--- src/rtl/vga_timing_pkg.sv ---
// Shared VGA timing constants, scan-tap payload type and the frame-buffer
// address-width check used by vga_scan_addr_gen.
package vga_timing_pkg;

    localparam int unsigned H_ACTIVE_DEF = 640;
    localparam int unsigned H_FP_DEF     = 16;
    localparam int unsigned H_SYNC_DEF   = 96;
    localparam int unsigned H_BP_DEF     = 48;
    localparam int unsigned H_TOTAL_DEF  = H_ACTIVE_DEF + H_FP_DEF + H_SYNC_DEF + H_BP_DEF;

    localparam int unsigned V_ACTIVE_DEF = 480;
    localparam int unsigned V_FP_DEF     = 10;
    localparam int unsigned V_SYNC_DEF   = 2;
    localparam int unsigned V_BP_DEF     = 33;
    localparam int unsigned V_TOTAL_DEF  = V_ACTIVE_DEF + V_FP_DEF + V_SYNC_DEF + V_BP_DEF;

    localparam bit SYNC_POL_LOW = 1'b0;

    // Raster position counters; wide enough for any total up to 1024.
    localparam int unsigned CNT_W = 10;

    // Everything that must stay aligned with the BRAM read data.
    typedef struct packed {
        logic             hs;
        logic             vs;
        logic             valid;
        logic             fs;
        logic             ls;
        logic [CNT_W-1:0] hc;
        logic [CNT_W-1:0] vc;
    } scan_tap_t;

    localparam int unsigned TAP_W = $bits(scan_tap_t);

    // True when the downscaled buffer fits in an ADDR_W-bit address space.
    function automatic bit addr_fits(input int unsigned h_act, input int unsigned v_act,
                                     input int unsigned s, input int unsigned aw);
        longint unsigned need;
        need = longint'(h_act >> s) * longint'(v_act >> s);
        return need <= (64'd1 << aw);
    endfunction

endpackage

--- src/rtl/vga_delay_line.sv ---
// Synchronous-reset shift register; each stage resets to RST_VAL so sync
// bits come out deasserted while the pipeline refills.
module vga_delay_line #(
    parameter int unsigned      WIDTH   = 1,
    parameter int unsigned      DEPTH   = 2,
    parameter logic [WIDTH-1:0] RST_VAL = '0
) (
    input  logic             clk,
    input  logic             rst,
    input  logic [WIDTH-1:0] din,
    output logic [WIDTH-1:0] dout
);

    logic [WIDTH-1:0] stage [DEPTH];

    always_ff @(posedge clk) begin
        if (rst) begin
            for (int i = 0; i < int'(DEPTH); i++) begin
                stage[i] <= RST_VAL;
            end
        end else begin
            stage[0] <= din;
            for (int i = 1; i < int'(DEPTH); i++) begin
                stage[i] <= stage[i-1];
            end
        end
    end

    assign dout = stage[DEPTH-1];

endmodule

--- src/rtl/vga_scan_addr_gen.sv ---
// VGA raster counters, sync/valid decode and downscaled frame-buffer read
// address; sync/position outputs are delayed to line up with BRAM douta.
module vga_scan_addr_gen
    import vga_timing_pkg::*;
#(
    parameter int unsigned H_ACTIVE    = H_ACTIVE_DEF,
    parameter int unsigned H_FP        = H_FP_DEF,
    parameter int unsigned H_SYNC      = H_SYNC_DEF,
    parameter int unsigned H_BP        = H_BP_DEF,
    parameter int unsigned V_ACTIVE    = V_ACTIVE_DEF,
    parameter int unsigned V_FP        = V_FP_DEF,
    parameter int unsigned V_SYNC      = V_SYNC_DEF,
    parameter int unsigned V_BP        = V_BP_DEF,
    parameter bit          SYNC_POL    = SYNC_POL_LOW,
    parameter int unsigned SCALE_SHIFT = 1,
    parameter int unsigned ADDR_W      = 17,
    parameter int unsigned RD_LATENCY  = 1
) (
    input  logic              clk,
    input  logic              rst,
    output logic [ADDR_W-1:0] pixel_addr,
    output logic              hsync,
    output logic              vsync,
    output logic              valid,
    output logic [CNT_W-1:0]  h_cnt,
    output logic [CNT_W-1:0]  v_cnt,
    output logic              frame_start,
    output logic              line_start
);

    localparam int unsigned H_TOTAL  = H_ACTIVE + H_FP + H_SYNC + H_BP;
    localparam int unsigned V_TOTAL  = V_ACTIVE + V_FP + V_SYNC + V_BP;
    localparam int unsigned PIPE     = 1 + RD_LATENCY;

    localparam logic [CNT_W-1:0] H_LAST   = CNT_W'(H_TOTAL - 1);
    localparam logic [CNT_W-1:0] V_LAST   = CNT_W'(V_TOTAL - 1);
    localparam logic [CNT_W-1:0] H_ACT    = CNT_W'(H_ACTIVE);
    localparam logic [CNT_W-1:0] V_ACT    = CNT_W'(V_ACTIVE);
    localparam logic [CNT_W-1:0] HS_START = CNT_W'(H_ACTIVE + H_FP);
    localparam logic [CNT_W-1:0] HS_END   = CNT_W'(H_ACTIVE + H_FP + H_SYNC);
    localparam logic [CNT_W-1:0] VS_START = CNT_W'(V_ACTIVE + V_FP);
    localparam logic [CNT_W-1:0] VS_END   = CNT_W'(V_ACTIVE + V_FP + V_SYNC);

    // Buffer line length; its set bits select the shift-add terms below.
    localparam logic [ADDR_W-1:0] LINE_W  = ADDR_W'(H_ACTIVE >> SCALE_SHIFT);

    localparam scan_tap_t TAP_RST = '{
        hs:    ~SYNC_POL,
        vs:    ~SYNC_POL,
        valid: 1'b0,
        fs:    1'b0,
        ls:    1'b0,
        hc:    '0,
        vc:    '0
    };

    if (!addr_fits(H_ACTIVE, V_ACTIVE, SCALE_SHIFT, ADDR_W)) begin : g_addr_chk
        $error("vga_scan_addr_gen: ADDR_W too narrow for the scaled frame buffer");
    end

    logic [CNT_W-1:0] hc;
    logic [CNT_W-1:0] vc;

    always_ff @(posedge clk) begin
        if (rst) begin
            hc <= '0;
            vc <= '0;
        end else if (hc == H_LAST) begin
            hc <= '0;
            vc <= (vc == V_LAST) ? '0 : vc + 1'b1;
        end else begin
            hc <= hc + 1'b1;
        end
    end

    logic raw_hs;
    logic raw_vs;
    logic raw_valid;
    logic raw_fs;
    logic raw_ls;

    always_comb begin
        raw_hs    = (hc >= HS_START) && (hc < HS_END);
        raw_vs    = (vc >= VS_START) && (vc < VS_END);
        raw_valid = (hc < H_ACT) && (vc < V_ACT);
        raw_fs    = (hc == '0) && (vc == '0);
        raw_ls    = (hc == '0) && (vc < V_ACT);
    end

    logic [ADDR_W-1:0] row;
    logic [ADDR_W-1:0] col;
    logic [ADDR_W-1:0] addr_d;

    always_comb begin
        row    = ADDR_W'(vc >> SCALE_SHIFT);
        col    = ADDR_W'(hc >> SCALE_SHIFT);
        addr_d = '0;
        for (int i = 0; i < int'(ADDR_W); i++) begin
            if (LINE_W[i]) begin
                addr_d = addr_d + (row << i);
            end
        end
        addr_d = addr_d + col;
        if (!raw_valid) begin
            addr_d = '0;
        end
    end

    always_ff @(posedge clk) begin
        if (rst) begin
            pixel_addr <= '0;
        end else begin
            pixel_addr <= addr_d;
        end
    end

    // Sync level is resolved before the delay so reset fills it deasserted.
    scan_tap_t        tap_in;
    scan_tap_t        tap_out;
    logic [TAP_W-1:0] tap_out_vec;

    always_comb begin
        tap_in.hs    = raw_hs ? SYNC_POL : ~SYNC_POL;
        tap_in.vs    = raw_vs ? SYNC_POL : ~SYNC_POL;
        tap_in.valid = raw_valid;
        tap_in.fs    = raw_fs;
        tap_in.ls    = raw_ls;
        tap_in.hc    = hc;
        tap_in.vc    = vc;
    end

    vga_delay_line #(
        .WIDTH   (TAP_W),
        .DEPTH   (PIPE),
        .RST_VAL (TAP_RST)
    ) u_delay (
        .clk  (clk),
        .rst  (rst),
        .din  (tap_in),
        .dout (tap_out_vec)
    );

    assign tap_out     = scan_tap_t'(tap_out_vec);
    assign hsync       = tap_out.hs;
    assign vsync       = tap_out.vs;
    assign valid       = tap_out.valid;
    assign frame_start = tap_out.fs;
    assign line_start  = tap_out.ls;
    assign h_cnt       = tap_out.hc;
    assign v_cnt       = tap_out.vc;

endmodule
--- config.mk ---
export PLATFORM = sky130hd
export DESIGN_NAME = vga_scan_addr_gen
export DESIGN_NICKNAME = d
export VERILOG_FILES = /design/src/rtl/vga_timing_pkg.sv /design/src/rtl/vga_delay_line.sv /design/src/rtl/vga_scan_addr_gen.sv
export SDC_FILE = /design/constraint.sdc
export NUM_CORES = 1
export LEC_CHECK = 0
export ABC_CLOCK_PERIOD_IN_PS = 2050
export CORE_UTILIZATION = 49
export CTS_CLUSTER_DIAMETER = 120
export DETAILED_ROUTE_END_ITERATION = 10
export MAX_ROUTING_LAYER = met4
export PLACE_DENSITY = 0.74
export SETUP_SLACK_MARGIN = 0.05
export SLEW_MARGIN = 40
export SYNTH_ARGS = -nofsm -noshare
export SYNTH_HDL_FRONTEND = slang
export SYNTH_HIERARCHICAL = 1
export SYNTH_SLANG_ARGS = --single-unit
--- constraint.sdc ---
create_clock -name clk -period 2.05 [get_ports clk]
set_clock_uncertainty 0.05 [all_clocks]
set_input_delay 0.41 -clock clk [delete_from_list [all_inputs] [get_ports clk]]
set_output_delay 0.41 -clock clk [all_outputs]
set_load 0.05 [all_outputs]
# [Word level (Yosys, flattened, before mapping)]
# Memories as Yosys holds them, arrays and structs flattened.
# Index checks and enable logic that the tools add are counted.
[word_totals] regBits=37 mem_bits_rw=50 in_bits=2 out_inout_bits=42 wordCells=36 n_memories=1
[op_classes] n_addsub=4 order_cmp=6 n_eq_ne=2 mux=8 bitwise=3 reduce_logical=9
[mem_list] name="u_delay.stage" depth=2 width=25 read_ports=2 rd_clocked_by_memory_dff=0 write_ports=2 line="vga_delay_line.sv:14" rtl="logic [WIDTH-1:0] stage [DEPTH];"
[op_table] op="$mux 25" count=2
[op_table] op="$add 10x1->10 const B" count=2
[op_table] op="$eq 10x10->1 const B" count=2
[op_table] op="$logic_not 10->1" count=2
[op_table] op="$lt 10x10->1 const B" count=2
[op_table] op="$lt 10x9->1 const B" count=2
[op_table] op="$add 15x17->17" count=1
[op_table] op="$add 17x9->17" count=1
[op_table] op="$ge 10x10->1 const B" count=1
[op_table] op="$ge 10x9->1 const B" count=1
[op_table] op="$mux 10" count=1
[op_table] op="$logic_and 1x1->1" count=5
[op_table] op="$mux 1" count=5
[op_table] op="$reduce_or 2->1" count=2
[op_table] op="$or 1x1->1" count=2
[op_table] op="$not 1->1" count=1

# [Logic depth before layout (Yosys ltp)]
[depth] ltp_word=4 depth_mapped=9

# [Hierarchy]
# Netlist, hierarchy kept.
[modules_own_cells] module="vga_scan_addr_gen" instances=1 cells_each=213 area_per_inst_um2=2018.2
[modules_own_cells] module="vga_delay_line" instances=1 cells_each=130 area_per_inst_um2=1532.7

# [Worst setup path before layout]
# OpenSTA, ideal clock, no wires.
[synth_timing] path_kind="reg-to-reg" from="reg hc[9]" to="reg pixel_addr[13]" setup_time_ps=121 t_arrival_ps=2041 t_required_ps=1879 setup_slack_ps=-162 path_stages_with_launch=9 cell_sequence="dfxtp_1 > fa_1 > inv_1 > fa_1 > nand2b_1 > a21oi_1 > o21a_1 > o21a_1 > nor3_2"
[synth_between] elab_chain_cells=4 elab_cells_between_ends=5
[synth_lines] item="start: declaration" line="vga_scan_addr_gen.sv:61" rtl="logic [CNT_W-1:0] hc;"
[synth_lines] item="start signal: assignment" line="vga_scan_addr_gen.sv:72" rtl="hc <= hc + 1'b1;"
[synth_lines] item="$lt 10x10->1" line="vga_scan_addr_gen.sv:85" rtl="raw_valid = (hc < H_ACT) && (vc < V_ACT);"
[synth_lines] item="$logic_and 1x1->1" line="vga_scan_addr_gen.sv:85"
[synth_lines] item="$not 1->1 (no line)"
[synth_lines] item="$reduce_or 2->1 (no line)"
[synth_lines] item="end signal: assignment" line="vga_scan_addr_gen.sv:113" rtl="pixel_addr <= addr_d;"
[synth_lines] item="end: declaration" line="vga_scan_addr_gen.sv:21" rtl="output logic [ADDR_W-1:0] pixel_addr,"
# Parallel ways exist; a longest one is shown, timed or not.
# A chain may end at the register's enable or synchronous reset.

# [Final worst setup path]
[layout_timing] from="reg hc[9]" to="reg pixel_addr[12]"
# The elaborated chain is that of the path after synthesis.

==> flow_summary.ini <==
[die]
fp.dieW_um = 87.1
initial_core_util_pct = 51.4
io_pins = 44
fp.dieArea_sq_mm = 0.00759
rows = 30
core_area_sq_mm = 0.00691
die_h_um = 87.1

[synth]
yosysWarnings = 6
synth-compound-area-share_pct = 5.50
synth-async-reset-ratio_pct = 0
synthMuxAreaShare_pct = 0
synth.avg_cell_area_sq_um = 10.4
synth_top_family_by_area = simple AND/OR/NAND/NOR gates
synth_most_common_cell = dfxtp_1
synth_nets = 369
yosys.area.top_type = dfxtp_1
synthTopCellsByArea = dfxtp_1 49%, nor2b_1 8.1%, ha_1 7.8%, buf_4 5.3%, xor2_1 3.7%
syn_inst = 343
synthTopCellsByCount = 87 x dfxtp_1, 46 x nor2b_1, 25 x buf_4, 25 x nor2_1, 22 x ha_1
synth_area_sq_mm = 0.00355
post_synth_fa_ha_maj_area_fraction_pct = 8.88
synth_edf_count = 0
ys.flop_type = dfxtp_1
synth-simple-area-share_pct = 23.7
ys_seq_area_share_pct = 49.0
synth_xor_area_share_pct = 4.69
synth_seq_cells = 87
ys_types = 45
netlist.area_leader.share_pct = 49.0

[sta]
finalWorstSetupSlack_ps = -194
final.setup.tns_ps = -935
worstMarginPinSlew_ps = 541
slew_headroom_pct = 63.9
hold_violations = 0
setup_viol = 7
max_freq_mhz = 446
slew_viol_final = 0
finalCritPeriodShare_pct = 109
rsz0062_at_grt = yes
timing.final.crit_period_ps = 2240

[detailed_routing]
antenna_left = 0
firstDrtPassIters = 4
drc = 0
routed_via_density = 4.82
drt-total-wl_mm = 6.46
num_vias = 2394
drt-initial-drc-count = 141
post_drt_wl_per_cell_um = 13.0

[power]
p_seq_share_pct = 55.9
p_leak_uw = 0.00186
power_density_mw_per_mm2 = 699
power_frac_clock_pct = 40.7
internal_power_uw = 2430
pwr-share-comb_pct = 3.5
ir_drop_mv = 0.392
switching_share_pct = 21.1
p_switching_uw = 649

[worst_setup_path]
cp_max_fo = 3
cp.required_ps = 2260
critPathKind = reg -> reg
endpoint_kind = register
cp-start-kind = register
crit_arrival_ps = 2450

[final_layout]
drive_above_1_share_pct = 18.2
antenna_cells = 0
syn_to_final_growth_pct = 23.9
fill_cells = 598
stdcell_area_sq_mm = 0.00440
final_nets = 423

[global_route]
antenna_found_initial = 0
grt_max_degree = 61
track_usage_pct = 19.0
grt-ovfl-total = 0
first_global_vias = 2263
grt_pass1_wl_mm = 10.5

[placed_design]
gp_congestion = 0.863
dpl_cell_area_sq_mm = 0.00409
hpwl_mm = 4.30
io_buffer_count = 43

[clock_network]
clock_sinks = 87
holdBufCountCts = 0
clkLatencyLatePin_ps = 360
cts_buffers = 9
htree_levels = 3
cts_buffer_depth = 2
cts_tree = done
cts_root_buffer = clkbuf_8
clkTransAtPathRegs_ps = 80

[status]
violations = negative setup slack
status = finished with violations

[worst_hold_path]
hp-class = in -> reg

[run]
drv_cap = 0
==> sequential cells by signal (all words and copies together) (netlist names) <==
signal,flops
vc,10
pixel_addr,17
hc,10
u_delay/stage,50
==> worst max-delay path, stage by stage (launching register included) <==
cell and delay (ps):
dfxtp_2 340, fa_2 600, ha_4 220, a211oi_4 280, buf_4 150, o21bai_1 60
a21oi_2 200, xor2_1 190, nor2_1 50
==> metal layers <==
metal  global-route usage [%]  up-vias  share of wire (%)
met3                     6.35       14                4.6
li1                         -     1230                  -
met4                     9.09        0                2.0
met5                        -        -                  0
met2                     29.3       60                 46
met1                     22.3     1090                 47
==> power groups by stage <==
stage,clock network [uW],logic (uW),registers (uW)
after floorplan,0,79.1,1760
after global placement,0,105,1760
after detailed placement,0,107,1760
after CTS,1280,107,1720
after global routing,1360,115,1720
final,1250,106,1720
==> final cells by class <==
class / instances / area, sq um / share of cell area [%]
flip-flops and latches: 87 / 1750 / 39.8
multi-input cells: 212 / 1590 / 36.1
repair buffers: 80 / 703 / 16.0
clock buffers: 10 / 128 / 2.90
well taps: 96 / 120 / 2.73
clock inverters: 5 / 83.8 / 1.91
inverters: 7 / 26.3 / 0.597
==> stage by stage <==
step	hold WS [ps]	setup slack, ps	instances	util, %	total power (uW)
floorplan	333	-19.0	343	-	1840
global placement	339	-97.2	475	59.2	1860
detailed placement	344	-132	475	59.2	1860
CTS	250	-76.1	493	62.8	3110
global route	264	-253	497	63.7	3190
finish	262	-194	497	63.7	3070
==> logic make-up after synthesis <==
group / after synthesis
AO/OA/AOI/OAI: 28
XOR/XNOR: 19
adder cells (fa/ha/maj): 24
buffers and inverters: 44
flip-flops: 87
AND/OR/NAND/NOR: 141
==> layout by cell type, fill, tap and decap left out, types with 3 or more instances in the layout <==
cell / count
a211oi_2: 3
a21o_1: 5
and2_1: 7
and3_1: 8
buf_4: 37
clkbuf_8: 9
clkdlybuf4s50_1: 42
dfxtp_1: 83
dfxtp_2: 3
ha_1: 21
inv_1: 7
nand2_1: 3
nand3_1: 7
nand4_1: 5
nand4b_1: 3
nor2_1: 25
nor2b_1: 46
nor3_1: 13
nor3_2: 3
o21a_1: 3
o21ai_1: 4
or2_1: 4
xnor2_1: 4
xor2_1: 15
==> final timing paths <==
path	from	endpoint	slack (ps)	cells past startpoint
worst min-delay path	rst	vc[1]	260	2
worst max-delay path	hc[9]	pixel_addr[12]	-190	8
worst min register to register	u_delay/stage[0][24]	u_delay/stage[0][49]	360	1
worst max register to register	hc[9]	pixel_addr[12]	-190	8
==> timing repair <==
action | in CTS | in global routing
buffers inserted | 3 | 4
pin swaps | 6 | 6
resized for setup | 4 | 6
endpoints found under the setup margin | 5 | 7
Power figures use the tool's default switching activity.
